[config.mk]
export PLATFORM = sky130hd
export DESIGN_NAME = serial_subtractor_flat
export DESIGN_NICKNAME = d
export VERILOG_FILES = /design/src/rtl/serial_subtractor_if.sv /design/src/rtl/serial_subtractor.sv /design/src/flat_wrapper.sv
export SDC_FILE = /design/constraint.sdc
export NUM_CORES = 1
export LEC_CHECK = 0
export ABC_AREA = 0
export BUFFER_PORTS_ARGS = -buffer_cell sky130_fd_sc_hd__buf_2
export CAP_MARGIN = 25
export CORE_UTILIZATION = 60
export CTS_BUF_LIST = sky130_fd_sc_hd__clkbuf_8 sky130_fd_sc_hd__clkbuf_16
export CTS_CLUSTER_DIAMETER = 30
export DETAILED_ROUTE_END_ITERATION = 7
export PLACE_DENSITY = 0.85
export SYNTH_ARGS = -nofsm -noshare
export SYNTH_HDL_FRONTEND = slang
export SYNTH_SLANG_ARGS = --single-unit
[constraint.sdc]
create_clock -name i_clk -period 3.5 [get_ports i_clk]
set_input_delay 0.7 -clock i_clk [delete_from_list [all_inputs] [get_ports i_clk]]
set_output_delay 0.7 -clock i_clk [all_outputs]
set_load 0.01 [all_outputs]
[src/rtl/serial_subtractor_if.sv]
// Handshake and operand/result bundle for the digit-serial subtractor.
interface serial_subtractor_if #(
    parameter int WIDTH = 32
);
    logic             i_valid;
    logic             o_ready;
    logic [WIDTH-1:0] i_a;
    logic [WIDTH-1:0] i_b;
    logic             o_valid;
    logic             i_ready;
    logic [WIDTH-1:0] o_diff;
    logic             o_borrow;
    logic             o_ovf;

    modport slave (
        input  i_valid, i_a, i_b, i_ready,
        output o_ready, o_valid, o_diff, o_borrow, o_ovf
    );

    modport master (
        output i_valid, i_a, i_b, i_ready,
        input  o_ready, o_valid, o_diff, o_borrow, o_ovf
    );
endinterface

[src/rtl/serial_subtractor.sv]
// Digit-serial a - b (as a + ~b + 1) reusing one DIGIT-bit adder slice over WIDTH/DIGIT cycles.
// state  | meaning
// S_IDLE | ready for operands, last result retained
// S_BUSY | one digit summed per cycle, carry kept in a flop
// S_DONE | result valid, held until downstream accepts
module serial_subtractor #(
    parameter int WIDTH = 32,
    parameter int DIGIT = 4
) (
    input logic           i_clk,
    input logic           i_rst_n,
    serial_subtractor_if.slave bus
);
    localparam int N  = WIDTH / DIGIT;
    localparam int CW = (N > 1) ? $clog2(N) : 1;

    typedef enum logic [1:0] {S_IDLE, S_BUSY, S_DONE} state_t;

    state_t           state_q, state_d;
    logic [WIDTH-1:0] a_q, a_d;
    logic [WIDTH-1:0] b_q, b_d;
    logic [WIDTH-1:0] res_q, res_d;
    logic [WIDTH-1:0] diff_q, diff_d;
    logic             carry_q, carry_d;
    logic             borrow_q, borrow_d;
    logic             ovf_q, ovf_d;
    logic             amsb_q, amsb_d;
    logic             bmsb_q, bmsb_d;
    logic [CW-1:0]    cnt_q, cnt_d;

    logic [DIGIT:0]   slice;
    logic [WIDTH-1:0] res_shift;

    assign slice = {1'b0, a_q[DIGIT-1:0]} + {1'b0, b_q[DIGIT-1:0]}
                 + (DIGIT+1)'(carry_q);
    // New digit enters at the top so digit 0 lands at the bottom after N shifts.
    assign res_shift = (res_q >> DIGIT) | (WIDTH'(slice[DIGIT-1:0]) << (WIDTH - DIGIT));

    always_ff @(posedge i_clk or negedge i_rst_n) begin
        if (!i_rst_n) begin
            state_q  <= S_IDLE;
            a_q      <= '0;
            b_q      <= '0;
            res_q    <= '0;
            diff_q   <= '0;
            carry_q  <= 1'b0;
            borrow_q <= 1'b0;
            ovf_q    <= 1'b0;
            amsb_q   <= 1'b0;
            bmsb_q   <= 1'b0;
            cnt_q    <= '0;
        end else begin
            state_q  <= state_d;
            a_q      <= a_d;
            b_q      <= b_d;
            res_q    <= res_d;
            diff_q   <= diff_d;
            carry_q  <= carry_d;
            borrow_q <= borrow_d;
            ovf_q    <= ovf_d;
            amsb_q   <= amsb_d;
            bmsb_q   <= bmsb_d;
            cnt_q    <= cnt_d;
        end
    end

    always_comb begin
        state_d  = state_q;
        a_d      = a_q;
        b_d      = b_q;
        res_d    = res_q;
        diff_d   = diff_q;
        carry_d  = carry_q;
        borrow_d = borrow_q;
        ovf_d    = ovf_q;
        amsb_d   = amsb_q;
        bmsb_d   = bmsb_q;
        cnt_d    = cnt_q;

        case (state_q)
            S_IDLE: begin
                if (bus.i_valid) begin
                    a_d     = bus.i_a;
                    b_d     = ~bus.i_b;
                    res_d   = '0;
                    carry_d = 1'b1;
                    cnt_d   = '0;
                    amsb_d  = bus.i_a[WIDTH-1];
                    bmsb_d  = bus.i_b[WIDTH-1];
                    state_d = S_BUSY;
                end
            end
            S_BUSY: begin
                res_d   = res_shift;
                a_d     = a_q >> DIGIT;
                b_d     = b_q >> DIGIT;
                carry_d = slice[DIGIT];
                cnt_d   = cnt_q + CW'(1);
                if (cnt_q == CW'(N - 1)) begin
                    diff_d   = res_shift;
                    borrow_d = ~slice[DIGIT];
                    ovf_d    = (amsb_q != bmsb_q) && (res_shift[WIDTH-1] != amsb_q);
                    state_d  = S_DONE;
                end
            end
            S_DONE: begin
                if (bus.i_ready) begin
                    state_d = S_IDLE;
                end
            end
            default: state_d = S_IDLE;
        endcase
    end

    assign bus.o_ready  = (state_q == S_IDLE);
    assign bus.o_valid  = (state_q == S_DONE);
    assign bus.o_diff   = diff_q;
    assign bus.o_borrow = borrow_q;
    assign bus.o_ovf    = ovf_q;
endmodule

[src/flat_wrapper.sv]
// flat-port wrapper written by rule: the top's interface ports become plain ports
module serial_subtractor_flat 
#(
    parameter int WIDTH = 32,
    parameter int DIGIT = 4
)
  (i_clk, i_rst_n, bus_i_valid, bus_i_a, bus_i_b, bus_i_ready, bus_o_ready, bus_o_valid, bus_o_diff, bus_o_borrow, bus_o_ovf);
  serial_subtractor_if #(.WIDTH(WIDTH)) bus_i ();
  input logic i_clk;
  input logic i_rst_n;
  input wire logic [$bits(bus_i.i_valid)-1:0] bus_i_valid;
  input wire logic [$bits(bus_i.i_a)-1:0] bus_i_a;
  input wire logic [$bits(bus_i.i_b)-1:0] bus_i_b;
  input wire logic [$bits(bus_i.i_ready)-1:0] bus_i_ready;
  output wire logic [$bits(bus_i.o_ready)-1:0] bus_o_ready;
  output wire logic [$bits(bus_i.o_valid)-1:0] bus_o_valid;
  output wire logic [$bits(bus_i.o_diff)-1:0] bus_o_diff;
  output wire logic [$bits(bus_i.o_borrow)-1:0] bus_o_borrow;
  output wire logic [$bits(bus_i.o_ovf)-1:0] bus_o_ovf;
  assign bus_i.i_valid = bus_i_valid;
  assign bus_i.i_a = bus_i_a;
  assign bus_i.i_b = bus_i_b;
  assign bus_i.i_ready = bus_i_ready;
  assign bus_o_ready = bus_i.o_ready;
  assign bus_o_valid = bus_i.o_valid;
  assign bus_o_diff = bus_i.o_diff;
  assign bus_o_borrow = bus_i.o_borrow;
  assign bus_o_ovf = bus_i.o_ovf;
  serial_subtractor #(.WIDTH(WIDTH), .DIGIT(DIGIT)) u_core (.i_clk(i_clk), .i_rst_n(i_rst_n), .bus(bus_i));
endmodule
# After elaboration in Yosys (flattened, before gate mapping)
# Index checks and enable logic that the tools add are counted.
[classes] add_sub_neg=3 n_eq_ne=8 muxes=14 n_bitwise=3 reduce_logical=7
[op_table] operator="$pmux 32 s2" n=3
[op_table] operator="$mux 32" n=3
[op_table] operator="$not 32->32" n=1
[op_table] operator="$or 28x32->32" n=1
[op_table] operator="$mux 2" n=3
[op_table] operator="$pmux 2 s3" n=1
[op_table] operator="$pmux 3 s2" n=1
[op_table] operator="$reduce_and 2->1" n=3
[op_table] operator="$add 4x4->5" n=1
[op_table] operator="$add 5x1->5" n=1
[op_table] operator="$ne 2x2->1 const B" n=2
[op_table] operator="$add 3x1->3 const B" n=1
[op_table] operator="$eq 3x3->1 const B" n=1
[op_table] operator="$mux 3" n=1
[op_table] operator="$reduce_and 3->1" n=1
[op_table] operator="$eq 2x1->1 const B" n=1
[op_table] operator="$eq 2x2->1 const B" n=1
[op_table] operator="$logic_not 2->1" n=1
[op_table] operator="$ne 1x1->1" n=2
[op_table] operator="$ne 2x1->1 const B" n=1
[op_table] operator="$pmux 1 s2" n=1
[op_table] operator="$reduce_bool 2->1" n=1
[op_table] operator="$logic_and 1x1->1" n=1
[op_table] operator="$mux 1" n=1
[op_table] operator="$not 1->1" n=1
[totals] register_bits=138 inputBits=68 out_inout_bits=36 elab_cells=46

# Logic depth before layout (Yosys ltp)
[logic_depth] depth_word=5 ltp_mapped=7 ltp_nobuf=7

# Worst setup path before layout
# OpenSTA, ideal clock, no wires.
[synth_timing] path_type="input -> register" start="input bus_i_valid" end="register u_core.b_q[13]" setup_ps=123 t_arrival_ps=1677 required_time_ps=3377 setup_slack_ps=1700 stages=6 path_buffers=3 cell_sequence="or3b_1 buf_2 buf_6 buf_6 a211oi_1 nor2_1"
[synth_between] elab_chain_len=2
[synth_rtl] item="start: declaration" line="flat_wrapper.sv:11" source="input wire logic [$bits(bus_i.i_valid)-1:0] bus_i_valid;"
[synth_rtl] item="$ne 2x2->1 (no source line)"
[synth_rtl] item="$reduce_and 2->1 (no source line)"
[synth_rtl] item="end signal: assignment" line="serial_subtractor.sv:43" source="b_q <= '0;"
[synth_rtl] item="end signal: assignment" line="serial_subtractor.sv:55" source="b_q <= b_d;"
[synth_rtl] item="end: declaration" line="serial_subtractor.sv:21" source="logic [WIDTH-1:0] b_q, b_d;"
# Every way passes these cells.
# A chain may end at the register's enable or synchronous reset.

# Final worst setup path
[layout_timing] start="register u_core.state_q[0]" end="output bus_o_valid"
[layout_between] elab_chain_len=1
[layout_rtl] item="start: declaration" line="serial_subtractor.sv:19" source="state_t state_q, state_d;"
[layout_rtl] item="start signal: assignment" line="serial_subtractor.sv:53" source="state_q <= state_d;"
[layout_rtl] item="$eq 2x2->1" line="serial_subtractor.sv:116" source="assign bus.o_valid = (state_q == S_DONE);"
[layout_rtl] item="end: declaration" line="flat_wrapper.sv:16" source="output wire logic [$bits(bus_i.o_valid)-1:0] bus_o_valid;"
# Every way passes these cells.

==> flow_summary_export.csv <==
group,metric,value,unit
grt,grt_max_degree,111,
worst_setup_path,worst_path_largest_cell_delay,0.47,ns
timing,max_slew_margin,0.501,
routing,routed_via_density,5.57,
logic_synthesis,synthMuxAreaShare,0.0553,
floorplan,rows,35,
logic_synthesis,postSynthCellCount,593,
routing,firstDrtPassIters,5,
logic_synthesis,synth_edf_count,0,
logic_synthesis,synth.largest_area_cell,"dfrtp_1",
logic_synthesis,ys.flop_type,"dfrtp_1",
logic_synthesis,syn_avg_cell_area,9.62,um^2
timing,rsz0062_at_grt,"false",
grt,overflow,0,
cells_and_area,nets,754,
worst_setup_path,cp.arrival,1.42,ns
power,leakage,3.50,nW
power,max-vdd-ir-drop,0.698,mV
timing,fin_skew,0.00732,ns
logic_synthesis,synth_simple_gate_area_frac,0.210,
routing,postRouteWirelength,12.9,mm
run_status,status,"complete, no violations",
logic_synthesis,synth_area,5710,um^2
logic_synthesis,synth_compound_area_frac,0.0879,
cells_and_area,post-route-util,0.753,
worst_setup_path,start_kind,"flop",
timing,timing.fmax,472,MHz
worst_setup_path,critPathBufInv,2,
cells_and_area,antenna_cells,0,
logic_synthesis,synth_top_area_share,0.588,
worst_setup_path,crit_family,"flip-flops",
logic_synthesis,yosys_warnings,0,
timing,slew_violations,0,
worst_setup_path,critical_path_required,2.80,ns
timing,layout_min_cycle_time,2.12,ns
timing,tightest_slew,0.749,ns
logic_synthesis,synthXorXnorAreaFrac,0.00307,
place,dp_hpwl,7.45,mm
routing,num_vias,4576,
worst_setup_path,endpoint_kind,"output port",
worst_setup_path,crit_path_max_fanout,5,
worst_setup_path,cp_slowest_cell,"dfrtp_1",
routing,wl_per_cell,15.8,um
timing,fin_hold_ws,0.232,ns
place,gp_congestion,0.794,
cts,postCtsHoldBufs,0,
grt,grt_pass1_vias,4420,
cts,cts_resized,0,
cts,insertion_delay,0.51,ns
flow_run,cap_violations,0,
floorplan,start_util,0.618,
cts,cts_root_buf,"clkbuf_8",
timing,hold_viol,0,
place,port_buffers,103,
floorplan,die-width,99.5,um
grt,grt_util_all_layers,0.275,
grt,grt_antenna_before_repair,0,
timing,final.setup.tns,0,ns
cts,path_clk_slew,0.06,ns
worst_setup_path,crit_chain,"nand2b_1, inv_1, buf_2",
cts,cts_setup_buffers,0,
routing,drt-initial-drc-count,325,
logic_synthesis,synthTopCellsByCount,"dfrtp_1 (134), nand2_1 (130), nor2_1 (115), nand3_1 (40)",
logic_synthesis,synth_top_family_by_area,"simple AND/OR/NAND/NOR gates",
floorplan,dieArea,9910,um^2
logic_synthesis,ys_async_sr_fraction,1.00,
grt,grt_pass1_wl,21.2,mm
logic_synthesis,ys_seq_elements,134,
cells_and_area,stdcell_count,821,
power,p_per_area,1010,nW/um^2
power,p_total,0.00706,W
cts,numCtsBuffers,17,
logic_synthesis,synth.distinct_cells,28,
floorplan,pin_count,104,
cells_and_area,fill_cells,604,
cells_and_area,layout-drive-gt1-share,0.249,
cts,clock_sinks,134,
logic_synthesis,yosysMostFrequentCell,"dfrtp_1",
routing,final_antenna_net_count,0,
logic_synthesis,synth.net_count,668,
floorplan,fp.dieH,99.5,um
timing,finalSetupViolCount,0,
cts,cts_tree,"built",
cts,cts_htree_levels,4,
cells_and_area,area_growth,21.9,%
cts,cts_max_path_buffers,2,
min_path,worst_hold_path_type,"input port to async pin",
routing,drc,0,
place,place_inst,787,
timing,period_share,0.605,
logic_synthesis,synth.area.top_cells,"dfrtp_1 (59%), nand2_1 (8.6%), nor2_1 (7.6%)",
worst_setup_path,critical_path_class,"flop to output port",
logic_synthesis,synthAdderAreaFrac,0.0180,
floorplan,coreArea,9240,um^2
logic_synthesis,yosysSeqAreaShare,0.588,
-- logic make-up after synthesis --
group | after synthesis
compound gates | 77
fa+ha+maj | 7
simple gates | 296
buf+inv | 49
mux | 28
xor+xnor | 2
flops | 134
-- registers in the layout, indices dropped and copies added, names as in the netlist --
register,count
u_core.carry_q,1
u_core.amsb_q,1
u_core.bus.o_ovf,1
u_core.bus.o_diff,32
u_core.res_q,28
u_core.cnt_q,3
u_core.bmsb_q,1
u_core.a_q,32
u_core.bus.o_borrow,1
u_core.state_q,2
u_core.b_q,32
-- metrics by stage --
stage	worst slack, ns	area [um^2]
after floorplan	1.70	5710
after global placement	1.32	6270
after detailed placement	1.26	6270
after CTS	1.37	6900
after global routing	1.33	6960
final	1.38	6960
-- cells in the final DEF, fill, tap and decap left out, drive strengths merged, types with 3 or more instances in the layout --
master	n
a211oi	28
bufinv	4
clkinvlp	3
clkbuf	20
o21ai	17
inv	9
mux2	28
buf	110
nand2	130
a31oi	28
ha	5
dfrtp	134
nand2b	3
nor2	115
nand3	40
-- layout make-up --
type | count | area (um^2) | area share
Sequential cell | 134 | 3350 | 0.482
Multi-Input combinational cell | 410 | 2150 | 0.309
Timing Repair Buffer | 110 | 639 | 0.0919
Clock buffer | 20 | 455 | 0.0655
Clock inverter | 12 | 174 | 0.0250
Tap cell | 129 | 161 | 0.0232
Inverter | 6 | 22.5 | 0.00324
-- power by group --
group	internal [W]	leakage (nW)	switching, W
Combinational	0.000966	1.55	0.00147
Clock	0.00121	0.305	0.000664
Sequential	0.00227	1.64	0.000481
-- final timing paths --
kind	slack [ns]	from	end	depth (start not counted)
worst min-delay path	0.23	i_rst_n	u_core.bus.o_diff[18]	1
worst max-delay path	1.38	u_core.state_q[0]	bus_o_valid	3
worst min register to register	0.47	u_core.bus.o_ovf	u_core.bus.o_ovf	2
min in group i_clk	0.37	bus_i_b[30]	u_core.b_q[30]	2
worst max register to register	1.56	u_core.state_q[1]	u_core.a_q[16]	4
max in group asynchronous	2.54	i_rst_n	u_core.bmsb_q	2
-- per-layer routing --
layer / vias up / share of wire / global-route usage
met4: 0 / 0.023 / 0.107
met2: 180 / 0.50 / 0.443
li1: 2146 / - / -
met5: - / 0 / 0
met3: 32 / 0.057 / 0.0639
met1: 2218 / 0.42 / 0.366
No activity file was read; power rests on OpenSTA's default activity.
